--- src/rtl/hazard_pkg.sv ---
// Shared definitions for the pipeline hazard controller: FSM encoding,
// load-wait counter sizing and the legal load-latency range.
package hazard_pkg;

  typedef enum logic {
    RUN       = 1'b0,
    LOAD_WAIT = 1'b1
  } state_t;

  // Width of the remaining-bubble counter; bounds the largest load latency.
  localparam int WAIT_W           = 4;
  localparam int MAX_LOAD_LATENCY = (1 << WAIT_W) - 1;

  // A load latency must insert at least one bubble and fit the wait counter.
  function automatic bit latency_ok(input int lat);
    return (lat >= 1) && (lat <= MAX_LOAD_LATENCY);
  endfunction

endpackage

--- src/rtl/hazard_control_unit_sat_counter.sv ---
// Saturating up-counter with asynchronous active-high clear.
module sat_counter #(
  parameter int W = 16
) (
  input  logic         clk,
  input  logic         rst,
  input  logic         inc,
  output logic [W-1:0] count
);

  // Count requested cycles, sticking at all-ones instead of wrapping.
  always_ff @(posedge clk or posedge rst) begin
    if (rst)
      count <= '0;
    else if (inc && (count != {W{1'b1}}))
      count <= count + W'(1);
  end

endmodule

--- src/rtl/hazard_control_unit.sv ---
// Pipeline hazard controller: load-use stalls of configurable length,
// taken-branch flush, data-memory freeze and a stall-cycle counter.
module hazard_control_unit
  import hazard_pkg::*;
#(
  parameter int REG_ADDR_W   = 5,
  parameter int LOAD_LATENCY = 1,
  parameter int CNT_W        = 16
) (
  input  logic                  clk,
  input  logic                  reset,
  input  logic [REG_ADDR_W-1:0] if_id_rs1,
  input  logic [REG_ADDR_W-1:0] if_id_rs2,
  input  logic                  if_id_uses_rs1,
  input  logic                  if_id_uses_rs2,
  input  logic [REG_ADDR_W-1:0] id_ex_rd,
  input  logic                  MemRead,
  input  logic                  branch_taken,
  input  logic                  mem_busy,
  output logic                  PC_Write,
  output logic                  If_id_write,
  output logic                  if_id_flush,
  output logic                  muxcontrolbit,
  output logic                  pipe_freeze,
  output logic [CNT_W-1:0]      stall_count
);

  if (!latency_ok(LOAD_LATENCY)) begin : g_bad_latency
    $fatal(1, "hazard_control_unit: LOAD_LATENCY out of range");
  end

  state_t            state;
  logic [WAIT_W-1:0] wait_cnt;
  logic              hazard;
  logic              rs1_hit;
  logic              rs2_hit;

  // Only operands the ID instruction actually reads can collide, and x0 never does.
  assign rs1_hit = if_id_uses_rs1 && (if_id_rs1 == id_ex_rd);
  assign rs2_hit = if_id_uses_rs2 && (if_id_rs2 == id_ex_rd);
  assign hazard  = MemRead && (id_ex_rd != '0) && (rs1_hit || rs2_hit);

  // Control outputs are combinational so a hazard stalls in the cycle it is seen.
  always_comb begin
    PC_Write      = 1'b1;
    If_id_write   = 1'b1;
    if_id_flush   = 1'b0;
    muxcontrolbit = 1'b1;
    pipe_freeze   = 1'b0;
    if (mem_busy) begin
      // Whole pipeline holds; ID/EX keeps its contents rather than taking a bubble.
      PC_Write    = 1'b0;
      If_id_write = 1'b0;
      pipe_freeze = 1'b1;
    end else if (branch_taken) begin
      // Wrong-path fetch and decode are discarded.
      if_id_flush   = 1'b1;
      muxcontrolbit = 1'b0;
    end else if ((state == LOAD_WAIT) || hazard) begin
      PC_Write      = 1'b0;
      If_id_write   = 1'b0;
      muxcontrolbit = 1'b0;
    end
  end

  // Track bubbles still owed to an in-flight load; memory wait pauses the count.
  always_ff @(posedge clk or posedge reset) begin
    if (reset) begin
      state    <= RUN;
      wait_cnt <= '0;
    end else if (mem_busy) begin
      state    <= state;
      wait_cnt <= wait_cnt;
    end else if (branch_taken) begin
      state    <= RUN;
      wait_cnt <= '0;
    end else if (state == LOAD_WAIT) begin
      wait_cnt <= wait_cnt - WAIT_W'(1);
      if (wait_cnt == WAIT_W'(1))
        state <= RUN;
    end else if (hazard && (LOAD_LATENCY > 1)) begin
      state    <= LOAD_WAIT;
      wait_cnt <= WAIT_W'(LOAD_LATENCY - 1);
    end
  end

  sat_counter #(
    .W (CNT_W)
  ) u_stall_cnt (
    .clk   (clk),
    .rst   (reset),
    .inc   (~PC_Write),
    .count (stall_count)
  );

endmodule

--- config.mk ---
export PLATFORM = sky130hd
export DESIGN_NAME = hazard_control_unit
export DESIGN_NICKNAME = d
export VERILOG_FILES = /design/src/rtl/hazard_pkg.sv /design/src/rtl/hazard_control_unit_sat_counter.sv /design/src/rtl/hazard_control_unit.sv
export SDC_FILE = /design/constraint.sdc
export NUM_CORES = 1
export LEC_CHECK = 0
export BUFFER_PORTS_ARGS = -buffer_cell sky130_fd_sc_hd__buf_2
export CAP_MARGIN = 10
export CELL_PAD_IN_SITES_DETAIL_PLACEMENT = 1
export CELL_PAD_IN_SITES_GLOBAL_PLACEMENT = 1
export CORE_ASPECT_RATIO = 0.75
export CORE_MARGIN = 5
export CORE_UTILIZATION = 37
export DETAILED_ROUTE_END_ITERATION = 6
export PLACE_DENSITY_LB_ADDON = 0.08
export SETUP_SLACK_MARGIN = 0.02
export SYNTH_ARGS = -nofsm -noshare
export SYNTH_HDL_FRONTEND = slang
export SYNTH_HIERARCHICAL = 1
export SYNTH_SLANG_ARGS = --single-unit
--- constraint.sdc ---
create_clock -name clk -period 1.99 [get_ports clk]
set_input_delay 0.2985 -clock clk [delete_from_list [all_inputs] [get_ports clk]]
set_output_delay 0.2985 -clock clk [all_outputs]
set_load 0.02 [all_outputs]
==> impl_metrics.tcl, run 1 <==
set metrics [dict create \
    insertion_delay_ns 0.26 \
    cts-buffers-inserted 3 \
    avgSynthCellArea_um2 9.88 \
    place_area_mm2 0.00157 \
    area_delta_synth_final_pct 39.9 \
    cp_top_family "simple AND/OR/NAND/NOR gates" \
    syn-num-nets 153 \
    hold_start "branch_taken" \
    fp.dieArea_mm2 0.00470 \
    drv_cap 0 \
    postSynthRegisterBits 21 \
    worst_pin_slew_ns 0.691 \
    setup_viol 2 \
    period_needed_ns 1.99 \
    most-common-layout-cells "36 x buf_2, 21 x dfrtp_1, 17 x xnor2_1" \
    clkPwrFrac 0.202 \
    required_ns 2.15 \
    sequentialPowerShare 0.451 \
    p_leak_uw 0.000859 \
    drv_slew 0 \
    pwr_density_cell_mw_per_mm2 800 \
    regToRegStartpoint "state" \
    whs_ns 0.354 \
    rows 18 \
    boundaryPins 43 \
    min_to "wait_cnt[3]" \
    power.switching_uw 552 \
    drtIter0Drc 41 \
    crit_buf_inv 4 \
    final_area_mm2 0.00177 \
    syn_area_mm2 0.00126 \
    cts_tree "yes" \
    arrival_ns 2.15 \
    hp-class "primary input to flip-flop" \
    end_kind "flip-flop" \
    setup_slack_ns -0.00214 \
    slowest_stage "or4_4" \
    antenna_found_initial 0 \
    timing.rr.end "u_stall_cnt/count[15]" \
    clkTransAtPathRegs_ns 0.08 \
    gp_congestion 0.750 \
    ir_drop_uv 605 \
    routedWlPerCell_um 16.2 \
    drtAntennaViolNets 0 \
    firstDrtPassIters 4 \
    ys_top_cells_by_area "dfrtp_1 42%, xnor2_1 15%, nand3_1 3.6%, nand4_1 3.5%, nand2_1 3.3%" \
    clk_path_buf_depth 2 \
    violations "setup timing" \
    portBuffers 42 \
    grt_pass1_vias 1222 \
    yosys.cell_types.count 36 \
    period_share 1.00 \
    die_w_um 77.5 \
    fin_skew_ns 0.00288 \
    timing.setup.tns_ns -0.00218 \
    synth_warnings 6 \
    antenna_cells 0 \
    mostFrequentLayoutCell "buf_2" \
    core-area_mm2 0.00329 \
    intPower_uw 863 \
    overflow 0 \
    worstSetupPathType "primary input to flip-flop" \
    grt_max_degree 17 \
    swShare 0.390 \
    critPathMaxFanout 5 \
    globalRouteTotalUtil 0.155 \
    yosysTopAreaCell "dfrtp_1" \
    h-tree-depth 1 \
    syn_inst 128 \
    grt_pass1_wl_um 5760 \
    status "complete, but fails checks" \
    r2r_slack_ns 0.14 \
    combPwrFrac 0.347 \
    vias 1174 \
    max_slew_margin 0.539 \
    hold_viol 0 \
    fin_nets 208 \
    cts_sinks 21 \
    drive_gt1_frac 0.423 \
    dpl.hpwl_um 2730 \
    start_util 0.385 \
    timing.fmax_mhz 502 \
    drc 0 \
    cp-start-kind "primary input" \
    slowest_delay_ns 0.54 \
    die-height_um 60.6 \
    synth_top_area_frac 0.415 \
    rsz0062_at_grt "true" \
    cts-root-buf "clkbuf_8" \
    path_cells "buf_6, or4_4, o21ai_4, nor2_2, a221o_1, buf_6, nand3_4, nor4_4, buf_4, buf_4, o21a_1" \
    viasPerCell 5.29 \
    wirelength_um 3600 \
    yosysSeqAreaShare 0.415 \
    worstRegToRegCells 6 \
    min_delay_path_depth 2 \
]
[kinds of logic (layout without fill, tap and decap cells)]
group | Yosys count | in the layout | synth area share
fa+ha+maj | 3 | 3 | 0.0297
mux | 3 | 3 | 0.0257
xor+xnor | 21 | 21 | 0.145
compound gates | 17 | 17 | 0.0900
buf+inv | 10 | 64 | 0.0366
simple gates | 53 | 53 | 0.257
flops | 21 | 21 | 0.415
[worst reg2reg max path, stage by stage (launching register included)]
cell and delay, ns:
dfrtp_1 0.55, a221o_1 0.26, buf_6 0.13, nand3_4 0.09, nor4_4 0.37, nand4_1 0.18, xnor2_1 0.16
[registers in the layout, summed over array words and instances (netlist names)]
name,flops
u_stall_cnt/count,16
wait_cnt,4
state,1
[metrics by stage]
step	utilization	worst slack, ns	total power, uW	std cells
finish	0.538	-0.00214	1410	222
global route	0.538	-0.0504	1500	222
CTS	0.509	-0.00353	1380	218
detailed placement	0.479	-0.215	1080	213
global placement	0.479	-0.162	1050	213
floorplan	-	-0.0863	884	128
[worst max path at each step]
stage / from / to / depth (start not counted)
2_1_floorplan: id_ex_rd[0] / u_stall_cnt/count[14] / 8
3_5_place_dp: id_ex_rd[3] / u_stall_cnt/count[14] / 9
3_3_place_gp: id_ex_rd[3] / u_stall_cnt/count[14] / 9
6_report: id_ex_rd[0] / u_stall_cnt/count[11] / 11
4_1_cts: id_ex_rd[0] / PC_Write / 7
5_1_grt: id_ex_rd[0] / If_id_write / 7
[cell type report]
class	count	area, um2
Fill cell	384	1520
Tap cell	40	50.0
Clock inverter	1	5.00
Multi-Input combinational cell	97	785
Inverter	6	22.5
Timing Repair Buffer	54	340
Clock buffer	3	41.3
Sequential cell	21	526
[layer usage]
layer | routed length, um | part of all wire | global-route usage
met5 | 0 | 0 | 0
met4 | 17 | 0.0047 | 0.0343
met3 | 193 | 0.054 | 0.0490
met2 | 1740 | 0.48 | 0.260
met1 | 1650 | 0.46 | 0.199
[power groups by stage]
stage,registers [uW],clock network [uW],logic [uW]
4_1_cts,627,294,455
3_3_place_gp,623,0,424
3_5_place_dp,634,0,444
2_1_floorplan,685,0,199
5_1_grt,658,314,530
6_report,638,285,491
[synthesized netlist by cell type (all sizes together)]
| library cell | count |
|---|---|
| dfrtp | 21 |
| xnor2 | 21 |
| nand2 | 12 |
| nand3 | 9 |
| nand4 | 9 |
| nor2 | 8 |
| inv | 6 |
| a21oi | 5 |
| and3 | 5 |
| and4 | 4 |
| o21ai | 4 |
| buf | 3 |
| ha | 3 |
| mux2 | 2 |
| o21a | 2 |
| a21boi | 1 |
| a221o | 1 |
| a221oi | 1 |
| a32o | 1 |
| and2 | 1 |
| clkbuf | 1 |
| mux2i | 1 |
| nand2b | 1 |
| nor3 | 1 |
| nor4 | 1 |
| o21bai | 1 |
| o22ai | 1 |
| or4 | 1 |
| or4b | 1 |
[repair_timing]
action,CTS,global route
hold endpoints to repair,5,0
hold buffers,1,0
resized for setup,9,13
pin swaps,1,4
setup endpoints to repair,2,8
setup buffers,0,4
No activity file was read; power rests on OpenSTA's default activity.
==> run 2: changes to the inputs <==
- RECOVER_POWER: default -> 100
==> run 2 against run 1 <==
The flow still finishes with violations (setup timing). Sequential share of layout area rose by 0.53 points. Die area did not move. Clock skew fell by 0.00074 ns. Non-clock buffer count did not move. Critical endpoint is now PC_Write. Sequential power barely moved. Worst setup slack improved by 0.0019 ns. Register-to-register slack improved by 0.03 ns. Cell count did not move. Largest cell class unchanged. Design area fell by 1.8%.
==> impl_metrics.tcl, run 2 (same netlist as run 1, synthesis figures left out) <==
set metrics [dict create \
    clkTransAtPathRegs_ns 0.08 \
    period_needed_ns 1.99 \
    setup_slack_ns -0.000214 \
    final_area_mm2 0.00174 \
    fin_skew_ns 0.00214 \
    antenna_cells 0 \
    largestRegisters "u_stall_cnt/count (16), wait_cnt (4), state (1)" \
    arrival_ns 1.69 \
    period_share 1.00 \
    pwr_density_cell_mw_per_mm2 799 \
    cts_tree "yes" \
    cp_common_cell "buf_6" \
    routedWlPerCell_um 16.1 \
    combPwrFrac 0.335 \
    rsz0062_at_grt "true" \
    drv_slew 0 \
    p_leak_uw 0.000781 \
    firstDrtPassIters 4 \
    drv_cap 0 \
    insertion_delay_ns 0.26 \
    path_cells "buf_6, or4_4, o21ai_4, nor2_2, buf_4, a221oi_4, buf_6" \
    power.total_uw 1390 \
    clk_path_buf_depth 2 \
    grt_pass1_vias 1222 \
    timing.fmax_mhz 502 \
    whs_ns 0.356 \
    fp.dieArea_mm2 0.00470 \
    largest_reg_flops 16 \
    post-place-ws_ns -0.215 \
    status "complete, but fails checks" \
    overflow 0 \
    cp-start-kind "primary input" \
    ir_drop_uv 603 \
    intPower_uw 838 \
    wirelength_um 3580 \
    core-area_mm2 0.00329 \
    worst_pin_slew_ns 0.682 \
    drc 0 \
    hp-class "primary input to flip-flop" \
    start_util 0.385 \
    required_ns 1.69 \
    dpl.hpwl_um 2730 \
    cts-root-buf "clkbuf_8" \
    die_w_um 77.5 \
    sequentialPowerShare 0.459 \
    antenna_found_initial 0 \
    hold_viol 0 \
    critPathMaxFanout 2 \
    clkPwrFrac 0.205 \
    globalRouteTotalUtil 0.155 \
    drive_gt1_frac 0.302 \
    drtAntennaViolNets 0 \
    setup_viol 1 \
    drtIter0Drc 33 \
    die-height_um 60.6 \
    power.switching_uw 549 \
    max_slew_margin 0.545 \
    most-common-layout-cells "21 x clkbuf_1, 21 x dfrtp_1, 17 x xnor2_1" \
    portBuffers 42 \
    slowest_delay_ns 0.54 \
    end_kind "output port" \
    grt_pass1_wl_um 5760 \
    vias 1163 \
    violations "setup timing" \
    area_delta_synth_final_pct 37.4 \
    cts_sinks 21 \
    place_area_mm2 0.00157 \
    viasPerCell 5.24 \
    swShare 0.396 \
    h-tree-depth 1 \
    top_register "u_stall_cnt/count" \
    slowest_stage "or4_4" \
    fin_nets 208 \
    gp_congestion 0.750 \
    worstSetupPathType "primary input to output port" \
    boundaryPins 43 \
    rows 18 \
    grt_max_degree 17 \
    cts-buffers-inserted 3 \
]
-- run 2: changes by cell type in the layout (fill, tap and decap cells not counted), sizes merged --
cell	before	now
clkbuf	3	24
buf	53	32
-- run 2: path summary, 6_finish.rpt --
kind                         startpoint                    end  slack [ns]  cells after the start
min in group asynchronous         reset            wait_cnt[2]        0.48                      3
max in group asynchronous         reset   u_stall_cnt/count[2]        0.88                      3
setup / recovery            id_ex_rd[0]               PC_Write     -0.0002                      7
setup reg to reg                  state  u_stall_cnt/count[11]        0.17                      7
hold reg to reg             wait_cnt[2]            wait_cnt[2]        0.51                      1
hold / removal             branch_taken            wait_cnt[3]        0.36                      2
-- run 2: metrics by stage --
| step | setup TNS (ns) | instances | util |
|---|---|---|---|
| 3_3_place_gp | -1.57 | 213 | 0.479 |
| 3_5_place_dp | -2.27 | 213 | 0.479 |
| 6_report | -0.000214 | 222 | 0.529 |
| 5_1_grt | -0.178 | 222 | 0.529 |
| 4_1_cts | -0.00667 | 218 | 0.509 |
| 2_1_floorplan | -0.120 | 128 | - |
-- run 2: area by class of cell --
| type | count | area [um2] |
|---|---|---|
| Clock buffer | 3 | 41.3 |
| Clock inverter | 1 | 5.00 |
| Fill cell | 384 | 1550 |
| Inverter | 6 | 22.5 |
| Multi-Input combinational cell | 97 | 782 |
| Sequential cell | 21 | 526 |
| Tap cell | 40 | 50.0 |
| Timing Repair Buffer | 54 | 312 |
-- run 2: what timing repair did --
item | 4_1_cts | 5_1_grt
gates resized for setup | 9 | 13
setup endpoints to repair | 2 | 8
pin swaps | 1 | 4
setup buffers | 0 | 4
endpoints found under the hold margin | 5 | 0
hold buffers | 1 | 0
-- run 2: metal layers --
metal  share of wire  track usage  vias to the layer above
met3           0.053       0.0490                        2
met4          0.0047       0.0343                        0
met1            0.46        0.199                      571
met5               0            0                        -
li1                -            -                      560
met2            0.48        0.260                       30
-- run 2: power groups by stage --
stage | clock network, uW | logic, uW | registers, uW
after floorplan | 0 | 199 | 685
after global placement | 0 | 424 | 623
after detailed placement | 0 | 444 | 634
after CTS | 294 | 455 | 627
after global routing | 314 | 504 | 659
final | 285 | 465 | 638
-- run 2: worst max-delay path: cells and delay by family --
kind / cells / cell delay [ns]
and+or+nand+nor: 2 / 0.59
AOI/OAI and AO/OA: 2 / 0.41
buffers and inverters: 3 / 0.39
==> run 3: changes to the inputs <==
- CORE_MARGIN: 5 -> 4
- clock period: 1.99 -> 2.2 ns (I/O delays scaled with it)
==> run 3 against run 2 <==
Die area is 5.8% lower. Critical path depth is the same. Clock-buffer cell count unchanged. Register-to-register slack improved by 0.22 ns. The flow now finishes without violations. Worst setup slack improved by 0.12 ns. Wire length is 12% lower. Utilization down 4.5 points. Clock power down 10%. Worst hold slack improved by 0.015 ns. Total power is 15% lower. Global-route usage rose by 0.30 points. First-iteration DRC count is 3.0% lower. Largest cell class unchanged.
==> impl_metrics.tcl, run 3 (same netlist as run 1, synthesis figures left out) <==
set metrics [dict create \
    boundaryPins 43 \
    globalRouteTotalUtil 0.158 \
    period_share 0.947 \
    core-area_mm2 0.00329 \
    status "complete, no violations" \
    cts-buffers-inserted 3 \
    overflow 0 \
    setup_slack_ns 0.117 \
    grt_pass1_vias 1133 \
    fin_skew_ns 0.00500 \
    required_ns 1.87 \
    die_w_um 75.5 \
    dpl.hpwl_um 2570 \
    layout.cells.non_filler 218 \
    rows 18 \
    cts-root-buf "clkbuf_8" \
    end_kind "output port" \
    worstRegToRegCells 6 \
    timing.fmax_mhz 480 \
    routedWlPerCell_um 14.4 \
    hp-class "primary input to flip-flop" \
    dp_cells 213 \
    viasPerCell 5.19 \
    largest_reg_flops 16 \
    cts_sinks 21 \
    seqCellArea_um2 526 \
    top_register "u_stall_cnt/count" \
    min_delay_path_depth 2 \
    mostFrequentLayoutCell "clkbuf_1" \
    p_leak_uw 0.000705 \
    drtAntennaViolNets 0 \
    place_area_mm2 0.00157 \
    antenna_found_initial 0 \
    cp-start-kind "primary input" \
    grt_pass1_wl_um 5190 \
    antenna_cells 0 \
    drive_gt1_frac 0.208 \
    cts_tree "yes" \
    post-place-ws_ns -0.0811 \
    nFillCells 407 \
    setup_viol 0 \
    vias 1132 \
    whs_ns 0.370 \
    wirelength_um 3150 \
    worstSetupPathType "primary input to output port" \
    drc 0 \
    clkTransAtPathRegs_ns 0.07 \
    drv_slew 0 \
    die-height_um 58.6 \
    most-common-layout-cells "25 x clkbuf_1, 21 x xnor2_1, 21 x dfrtp_1" \
    worst_pin_slew_ns 0.635 \
    final_area_mm2 0.00159 \
    grt_max_degree 17 \
    multi_input_area_um2 708 \
    firstDrtPassIters 4 \
    hold_viol 0 \
    h-tree-depth 1 \
    arrival_ns 1.75 \
    drv_cap 0 \
    period_needed_ns 2.08 \
    insertion_delay_ns 0.27 \
    gp_congestion 0.797 \
    fp.dieArea_mm2 0.00443 \
    critPathMaxFanout 3 \
    clk_path_buf_depth 2 \
    fin_nets 204 \
    portBuffers 42 \
    start_util 0.385 \
    ir_drop_uv 321 \
    pwr_density_cell_mw_per_mm2 743 \
    max_slew_margin 0.576 \
    rsz0062_at_grt "true" \
    area_delta_synth_final_pct 25.8 \
    drtIter0Drc 32 \
    largestRegisters "u_stall_cnt/count (16), wait_cnt (4), state (1)" \
]
## run 3: cell types whose count changed in the layout (fill, tap and decap cells not counted), moves of 2 or more
| cell | before | now |
|---|---|---|
| buf_6 | 6 | 0 |
| buf_4 | 10 | 6 |
| clkbuf_1 | 21 | 25 |
| xnor2_1 | 17 | 21 |
| xnor2_2 | 4 | 0 |
| buf_2 | 16 | 18 |
| nand3_1 | 7 | 9 |
## run 3: area by class of cell
type / instances / area share
clock inverters: 1 / 0.00314
flip-flops and latches: 21 / 0.330
inverters: 6 / 0.0142
clock buffers: 3 / 0.0259
well taps: 40 / 0.0314
repair buffers: 50 / 0.150
multi-input cells: 97 / 0.445
## run 3: layer usage
layer	routed length [um]	up-vias	global-route usage
met5	0	-	0
met4	44	0	0.0549
met3	211	4	0.0580
met2	1410	34	0.237
met1	1480	540	0.209
li1	-	554	-
## run 3: where the power goes
part / internal [uW] / switching [uW] / leakage (uW)
clock network: 126 / 130 / 0.0000255
registers: 453 / 108 / 0.000280
logic: 146 / 220 / 0.000399
## run 3: through the flow
step | power [uW] | util | TNS, ns
floorplan | 795 | - | 0
global placement | 941 | 0.476 | -0.0462
detailed placement | 959 | 0.476 | -0.359
CTS | 1220 | 0.493 | 0
global route | 1270 | 0.484 | 0
finish | 1180 | 0.484 | 0
## run 3: critical path, cell delays in order
cell and delay, ns:
clkbuf_1 0.11, or4_1 0.53, o21ai_2 0.14, nor2_1 0.07, buf_4 0.14, a221oi_4 0.25, buf_4 0.18
## run 3: path summary, 6_finish.rpt
path                         startpoint                    end  slack (ns)
max                         id_ex_rd[3]               PC_Write        0.12
min                        branch_taken            wait_cnt[3]        0.37
max reg2reg                       state  u_stall_cnt/count[15]        0.39
min reg2reg                 wait_cnt[1]            wait_cnt[1]        0.53
max in group asynchronous         reset   u_stall_cnt/count[8]        1.11
min in group asynchronous         reset            wait_cnt[2]        0.49
## run 3: what timing repair did
item                                   CTS  global route
endpoints found under the hold margin    5             0
hold buffers                             1             0
gates resized for setup                  0             3
setup endpoints to repair                0             2
setup buffers                            0             0
